## src/rtl/sram_controller.sv

```systemverilog
// MEM-stage controller: one 32-bit word access done as two 16-bit accesses on an async SRAM.
// Optional SRAM_CTRL_ADDR_CHECK_EN: out-of-range requests finish at once with no SRAM activity.
module sram_controller #(
  parameter int ACCESS_CYCLES = 2
) (
  input  logic        clk,
  input  logic        rst,
  input  logic        MEMread,
  input  logic        MEMwrite,
  input  logic [31:0] address,
  input  logic [31:0] data,
  output logic [31:0] MEM_Result,
  output logic        ready,
  output logic [17:0] sram_addr,
  output logic [15:0] sram_dq_out,
  output logic        sram_dq_oe,
  input  logic [15:0] sram_dq_in,
  output logic        sram_we_n
);

  localparam logic [1:0]  ST_IDLE   = 2'd0;
  localparam logic [1:0]  ST_LO     = 2'd1;
  localparam logic [1:0]  ST_HI     = 2'd2;
  localparam logic [1:0]  ST_DONE   = 2'd3;
  localparam logic [3:0]  CNT_LAST  = 4'(ACCESS_CYCLES - 1);
  localparam logic [31:0] DATA_BASE = 32'd1024;

  logic [1:0]  state_q, state_d;
  logic [3:0]  cnt_q, cnt_d;
  logic        is_write_q, is_write_d;
  logic [16:0] word_q, word_d;
  logic [31:0] wdata_q, wdata_d;
  logic [15:0] res_lo_q, res_lo_d;
  logic [31:0] mem_result_q, mem_result_d;
  logic [17:0] sram_addr_q, sram_addr_d;
  logic [15:0] dq_out_q, dq_out_d;
  logic        dq_oe_q, dq_oe_d;
  logic        we_n_q, we_n_d;

  logic [31:0] off_s;
  logic        req_s;
  logic        last_s;
  logic        out_of_range_s;
  logic        unused_off_s;

  assign off_s        = address - DATA_BASE;
  assign req_s        = MEMread | MEMwrite;
  assign last_s       = (cnt_q == CNT_LAST);
  assign unused_off_s = ^{off_s[31:19], off_s[1:0]};

`ifdef SRAM_CTRL_ADDR_CHECK_EN
  // Below the base the subtraction wraps, so one test on the high bits covers both ends.
  assign out_of_range_s = |off_s[31:19];
`else
  assign out_of_range_s = 1'b0;
`endif

  // Next-state logic, transfer latching, and registered SRAM bus outputs derived from the next state.
  always_comb begin
    state_d      = state_q;
    cnt_d        = cnt_q;
    is_write_d   = is_write_q;
    word_d       = word_q;
    wdata_d      = wdata_q;
    res_lo_d     = res_lo_q;
    mem_result_d = mem_result_q;
    sram_addr_d  = sram_addr_q;
    dq_out_d     = dq_out_q;
    dq_oe_d      = 1'b0;
    we_n_d       = 1'b1;

    case (state_q)
      ST_IDLE: begin
        if (req_s) begin
          is_write_d = MEMwrite;
          word_d     = off_s[18:2];
          wdata_d    = data;
          cnt_d      = 4'd0;
          if (out_of_range_s) begin
            state_d = ST_DONE;
            if (!MEMwrite) begin
              mem_result_d = 32'd0;
            end else begin
              mem_result_d = mem_result_q;
            end
          end else begin
            state_d = ST_LO;
          end
        end else begin
          state_d = ST_IDLE;
        end
      end
      ST_LO: begin
        if (last_s) begin
          state_d = ST_HI;
          cnt_d   = 4'd0;
          if (!is_write_q) begin
            res_lo_d = sram_dq_in;
          end else begin
            res_lo_d = res_lo_q;
          end
        end else begin
          cnt_d = cnt_q + 4'd1;
        end
      end
      ST_HI: begin
        if (last_s) begin
          state_d = ST_DONE;
          cnt_d   = 4'd0;
          if (!is_write_q) begin
            mem_result_d = {sram_dq_in, res_lo_q};
          end else begin
            mem_result_d = mem_result_q;
          end
        end else begin
          cnt_d = cnt_q + 4'd1;
        end
      end
      ST_DONE: begin
        state_d = ST_IDLE;
      end
      default: begin
        state_d = ST_IDLE;
        cnt_d   = 4'd0;
      end
    endcase

    // we_n rises on the last cycle of each half so data is held across the write edge.
    if ((state_d == ST_LO) || (state_d == ST_HI)) begin
      sram_addr_d = {word_d, (state_d == ST_HI)};
      dq_out_d    = (state_d == ST_HI) ? wdata_d[31:16] : wdata_d[15:0];
      dq_oe_d     = is_write_d;
      we_n_d      = ~(is_write_d && (cnt_d != CNT_LAST));
    end else begin
      dq_oe_d = 1'b0;
      we_n_d  = 1'b1;
    end
  end

  // State and output registers with synchronous reset.
  always_ff @(posedge clk) begin
    if (rst) begin
      state_q      <= ST_IDLE;
      cnt_q        <= 4'd0;
      is_write_q   <= 1'b0;
      word_q       <= 17'd0;
      wdata_q      <= 32'd0;
      res_lo_q     <= 16'd0;
      mem_result_q <= 32'd0;
      sram_addr_q  <= 18'd0;
      dq_out_q     <= 16'd0;
      dq_oe_q      <= 1'b0;
      we_n_q       <= 1'b1;
    end else begin
      state_q      <= state_d;
      cnt_q        <= cnt_d;
      is_write_q   <= is_write_d;
      word_q       <= word_d;
      wdata_q      <= wdata_d;
      res_lo_q     <= res_lo_d;
      mem_result_q <= mem_result_d;
      sram_addr_q  <= sram_addr_d;
      dq_out_q     <= dq_out_d;
      dq_oe_q      <= dq_oe_d;
      we_n_q       <= we_n_d;
    end
  end

  assign ready       = ((state_q == ST_IDLE) && !req_s) || (state_q == ST_DONE);
  assign MEM_Result  = mem_result_q;
  assign sram_addr   = sram_addr_q;
  assign sram_dq_out = dq_out_q;
  assign sram_dq_oe  = dq_oe_q;
  assign sram_we_n   = we_n_q;

endmodule

```

## config.mk

```make
export PLATFORM = sky130hd
export DESIGN_NAME = sram_controller
export DESIGN_NICKNAME = d
export VERILOG_FILES = /design/src/rtl/sram_controller.sv
export SDC_FILE = /design/constraint.sdc
export NUM_CORES = 1
export LEC_CHECK = 0
export CAP_MARGIN = 15
export CORE_UTILIZATION = 40
export CTS_CLUSTER_DIAMETER = 120
export DETAILED_ROUTE_END_ITERATION = 8
export GPL_TIMING_DRIVEN = 0
export MAX_ROUTING_LAYER = met4
export PLACE_DENSITY_LB_ADDON = 0.3
export SYNTH_ARGS = -nofsm -noshare
export SYNTH_HDL_FRONTEND = slang
export SYNTH_SLANG_ARGS = --single-unit
```

## constraint.sdc

```tcl
create_clock -name clk -period 3 [get_ports clk]
set_input_delay 0.75 -clock clk [delete_from_list [all_inputs] [get_ports clk]]
set_output_delay 0.75 -clock clk [all_outputs]
set_load 0.05 [all_outputs]
```

; Word level (Yosys, flattened, before mapping)
; Cells that the tools add are included.
[totals]
reg_bits = 140
latch_bits = 0
ramBits = 0
rom_bits = 0
input_bits = 84
out_inout_bits = 69
word_cells = 48
memories = 0
[classes]
n_addsub = 2
n_mul = 0
div_mod_pow = 0
magnitude_cmp = 0
eq_ne = 7
n_shift = 0
muxes = 14
bitwise_logic = 4
n_reduce_logical = 10
[op_table]
columns = cell, n
row1 = 32-bit two-way mux, 2
row2 = 17-bit two-way mux, 2
row3 = "19-bit by 11-bit subtractor with 19-bit output, second input constant", 1
row4 = 16-bit two-way mux, 1
row5 = 4-bit two-way mux, 2
row6 = 2-bit one-hot mux with 4 select lines, 1
row7 = 4-bit one-hot mux with 2 select lines, 1
row8 = "2-bit == test, second input constant", 3
row9 = 3-bit AND reduction, 2
row10 = "4-bit by 1-bit adder with 4-bit output, second input constant", 1
row11 = "2-bit by 1-bit == test with 1-bit output, second input constant", 2
row12 = "4-bit by 1-bit == test with 1-bit output, second input constant", 1
row13 = 2-bit two-way mux, 2
row14 = "4-bit by 1-bit inequality test with 1-bit output, second input constant", 1
row15 = 2-bit OR reduction, 2
row16 = 1-bit two-way mux, 3
row17 = 1-bit inverter, 3
row18 = 1-bit logical AND, 2
row19 = 2-bit zero test, 1
row20 = 1-bit logical OR, 2
row21 = 1-bit zero test, 1
row22 = 1-bit OR, 1

; Depth between registers and ports, before layout
[logic_depth]
word_depth = 7
ltp_mapped = 12
mapped_depth_nobuf = 9

; Worst setup path after synthesis
; Ideal clock, no wire load.
[synth_path]
path_type = input port to flip-flop
start = input port MEMwrite
end = register dq_out_q[10], in the netlist sram_dq_out[10]
setup_time_ns = 0.116
arrival_time_ns = 2.405
required_ns = 2.884
setup_slack_ns = 0.479
cell_stages = 10
n_path_buf = 4
path_cell_list = o21a_1 > buf_2 > buf_2 > a21oi_1 > ha_1 > clkbuf_1 > buf_1 > nand2_1 > nor2_1 > a31o_2
[synth_via]
elab_chain_len = 5
elab_cells_between_ends = 9
classes_between = eq/ne: 2 / mux: 5 / bitwise: 1 / reduce/logical: 1
[synth_rtl]
columns = item, line_no
row1 = from (decl), 9  ; input logic MEMwrite,
row2 = 1-bit OR (*), 47  ; assign req_s = MEMread | MEMwrite;
row3 = 1-bit two-way mux, 74  ; if (req_s) begin
row4 = 2-bit one-hot mux with 4 select lines, 72  ; case (state_q)
row5 = 2-bit == test / 2-bit by 1-bit == test with 1-bit output (equally long branches), "129, 131"
row6 = 16-bit two-way mux / 1-bit logical OR (equally long branches), "131, 129"
row7 = to (signal assigned), 163  ; dq_out_q <= dq_out_d;
row8 = to (decl), 36  ; logic [15:0] dq_out_q, dq_out_d;
; Mark *: on every way between the ends. The rest lies on a longest branch, timed or not.
; A chain may end at the register's enable or synchronous reset.

; Worst setup path in the final report
[layout_path]
start = input port MEMwrite
end = output port ready
[layout_via]
elab_chain_len = 4
[layout_rtl]
columns = item, line_no
row1 = 1-bit OR, 47
row2 = 1-bit zero test, 169  ; assign ready = ((state_q == ST_IDLE) && !req_s) || (state_q == ST_DONE);
row3 = 1-bit logical AND, 169
row4 = 1-bit logical OR, 169
row5 = to (decl), 13  ; output logic ready,
; Every way passes these cells.

==> qor.yml <==
sta:
  fin_tns_setup_ps: 0
  fmax_ghz: 0.339
  fin_ws_ps: 46.2
  hold_ws_ps: 455
  fin_crit_sh_pct: 98.5
  relSlewSlack_pct: 34.5
  fin_crit_ps: 2950
  hold_violations: 0
  clock_skew_ps: 7.23
  rsz0062_at_grt: "yes"
  setup_viol: 0
  tightest_slew_ps: 976
  maxSlewViolCount: 0
floorplan:
  die_w_um: 119
  dieArea_um2: 14200
  rows: 42
  num_io_pins: 153
  die_h_um: 119
  coreArea_um2: 13300
  initial_core_util_pct: 41.2
detailed_routing:
  drt-initial-drc-count: 360
  dr.pass1.iters: 5
  route.detailed.drc: 0
  postRouteAntennaNets: 0
  via_per_inst: 5.21
  num_vias: 5288
  routedWlPerCell_um: 15.4
  drt-total-wl_mm: 15.6
power_and_ir_drop:
  total_power_uw: 5260
  powerDensity_nw_per_um2: 675
  power.leakage_uw: 0.00291
  vdd_drop_max_mv: 0.457
status:
  status: "finished clean"
placed_design:
  gp_congestion: 0.845
  hpwlAfterDp_mm: 11.3
  place_worst_setup_slack_ps: -667
  portBuffers: 136
cells_and_area:
  area_delta_synth_final_pct: 41.9
  regArea_um2: 2800
  drive_gt1_share_pct: 8.47
  nets: 917
  multiInputGateArea_um2: 2490
  fill_cells: 1192
  utilization_pct: 58.4
  n_antenna_cell: 0
critical_path:
  r2r_slack_ps: 250
  worstSetupEndpointType: "output pin"
  rr_worst_depth: 10
  critical_path.slowest_cell: "clkdlybuf4s50_1"
  worstPathRequired_ps: 2250
  cp_data_arrival_time_ps: 2200
  critPathMaxStageDelay_ps: 490
  crit_chain: "clkdlybuf4s50_1, nor3b_2, or2_2, clkdlybuf4s15_2"
  critPathKind: "input port to output pin"
  critPathLaunchType: "input port"
  crit_fanout: 4
worst_hold_path:
  hold_depth: 2
  hold_class: "flip-flop to flip-flop"
synthesis:
  ys_async_sr_fraction_pct: 0
  syn-cell-area_um2: 5500
  synth_edf_count: 0
  netlist_top_cells_area: "dfxtp_1, nand2_1, a21oi_1"
  synth.distinct_cells: 48
  synth_seq_area_share_pct: 51.0
  yosysTopAreaCell: "dfxtp_1"
  syn_nets: 762
  yosys_warnings: 0
  ys_ff_latch: 140
  synthCells: 670
  post_synth.cell_area_avg_um2: 8.21
  yosys.area.top_type_share_pct: 51.0
  ys.flop_type: "dfxtp_1"
clocking:
  cts.htree.levels: 4
  cts-root-buf: "clkbuf_16"
  ctsHoldBuffers: 0
  numClockSinks: 140
  cts_buffer_depth: 2
  clk_pin_slew_worst_paths_ps: 60
  cts_tree: "done"
  clock_latency_ps: 430
  cts_made_buffers: 17
  cts_setup_buffers: 0
grt:
  grt_overflow: 0
  track_usage_pct: 23.3
  grt_max_degree: 17
  antenna_found_initial: 0
  grt_pass1_vias: 5266
  grt_pass1_wl_mm: 25.2
run:
  maxCapViolCount: 0
[state kept, by name, summed over array words and instances (netlist names)]
register and count:
MEM_Result 32, wdata_q 32, sram_addr 18, word_q 17, res_lo_q 16, sram_dq_out 16
cnt_q 4, state_q 2, is_write_q 1, sram_dq_oe 1, sram_we_n 1
[kinds of logic (layout without fill, tap and decap cells)]
| kind of cell | count (synthesis) | after routing | share of synthesized area, % |
|---|---|---|---|
| adder cells (fa/ha/maj) | 8 | 8 | 1.82 |
| multiplexers | 12 | 12 | 2.18 |
| buffers and inverters | 53 | 221 | 3.94 |
| AO/OA/AOI/OAI | 147 | 147 | 16.2 |
| XOR/XNOR | 3 | 3 | 0.478 |
| AND/OR/NAND/NOR | 307 | 307 | 24.4 |
| flip-flops | 140 | 140 | 51.0 |
[placed cells by master, fill, tap and decap left out, types with 3 or more instances in the layout]
cell	count
clkbuf_2	3
a31o_2	16
a211oi_1	12
o21ai_0	5
nor2_1	52
clkbuf_16	17
o21a_1	3
nand3_1	17
buf_2	7
a21oi_1	91
dfxtp_1	140
inv_1	9
inv_6	3
nor3_1	10
nand3b_1	16
bufinv_16	7
ha_1	8
buf_1	3
nand2_1	189
clkbuf_1	30
xor2_1	3
clkdlybuf4s50_1	135
nand2b_1	3
mux2i_1	12
[synthesized netlist by cell type (4+ instances only)]
cell type and instances:
buf_1 4, mux2i_1 12, nor3b_1 4, dfxtp_1 140
buf_2 8, nor3_1 10, ha_1 8, a211oi_1 12
a31o_2 16, nor2_1 53, nand3_1 17, clkbuf_1 31
nand3b_1 16, nand2_1 189, o21ai_0 5, inv_1 9
a21oi_1 92
[layer usage]
metal | up-vias | wire, um | GRT usage (%) | part of all wire, %
li1 | 2584 | - | - | -
met1 | 2495 | 6710 | 26.9 | 43
met2 | 184 | 7670 | 39.5 | 49
met3 | 25 | 949 | 5.41 | 6.1
met4 | 0 | 310 | 8.39 | 2.0
met5 | - | 0 | - | 0
[what timing repair did]
action / CTS / global route
endpoints found under the setup margin: 13 / 29
gates resized for setup: 9 / 6
pin swaps: 0 / 0
[power by group]
group / internal [uW] / switching, uW
Clock: 1650 / 830
Sequential: 1970 / 52.1
Combinational: 294 / 468
[critical path: cells and delay by family]
family,cells,cell delay [ps]
buffers and inverters,2,870
AND/OR/NAND/NOR,2,580
[path summary, 6_finish.rpt]
path / from / endpoint
hold / removal: MEM_Result[26] / MEM_Result[26]
hold reg to reg: MEM_Result[26] / MEM_Result[26]
setup reg to reg: cnt_q[0] / sram_dq_out[12]
setup / recovery: MEMwrite / ready
[per-stage QoR]
stage / instances / instance area, um^2
final: 1014 / 7800
after global routing: 1014 / 7800
after CTS: 1014 / 7790
after detailed placement: 982 / 7080
after global placement: 982 / 7080
after floorplan: 670 / 5500
[final cells by class]
class | count | share of cell area [%]
inverters | 9 | 0.433
repair buffers | 136 | 17.5
plain buffers | 44 | 2.47
multi-input cells | 477 | 32.0
well taps | 176 | 2.82
flip-flops and latches | 140 | 35.9
clock inverters | 13 | 3.35
clock buffers | 19 | 5.55
(Power assumes the default switching activity.)
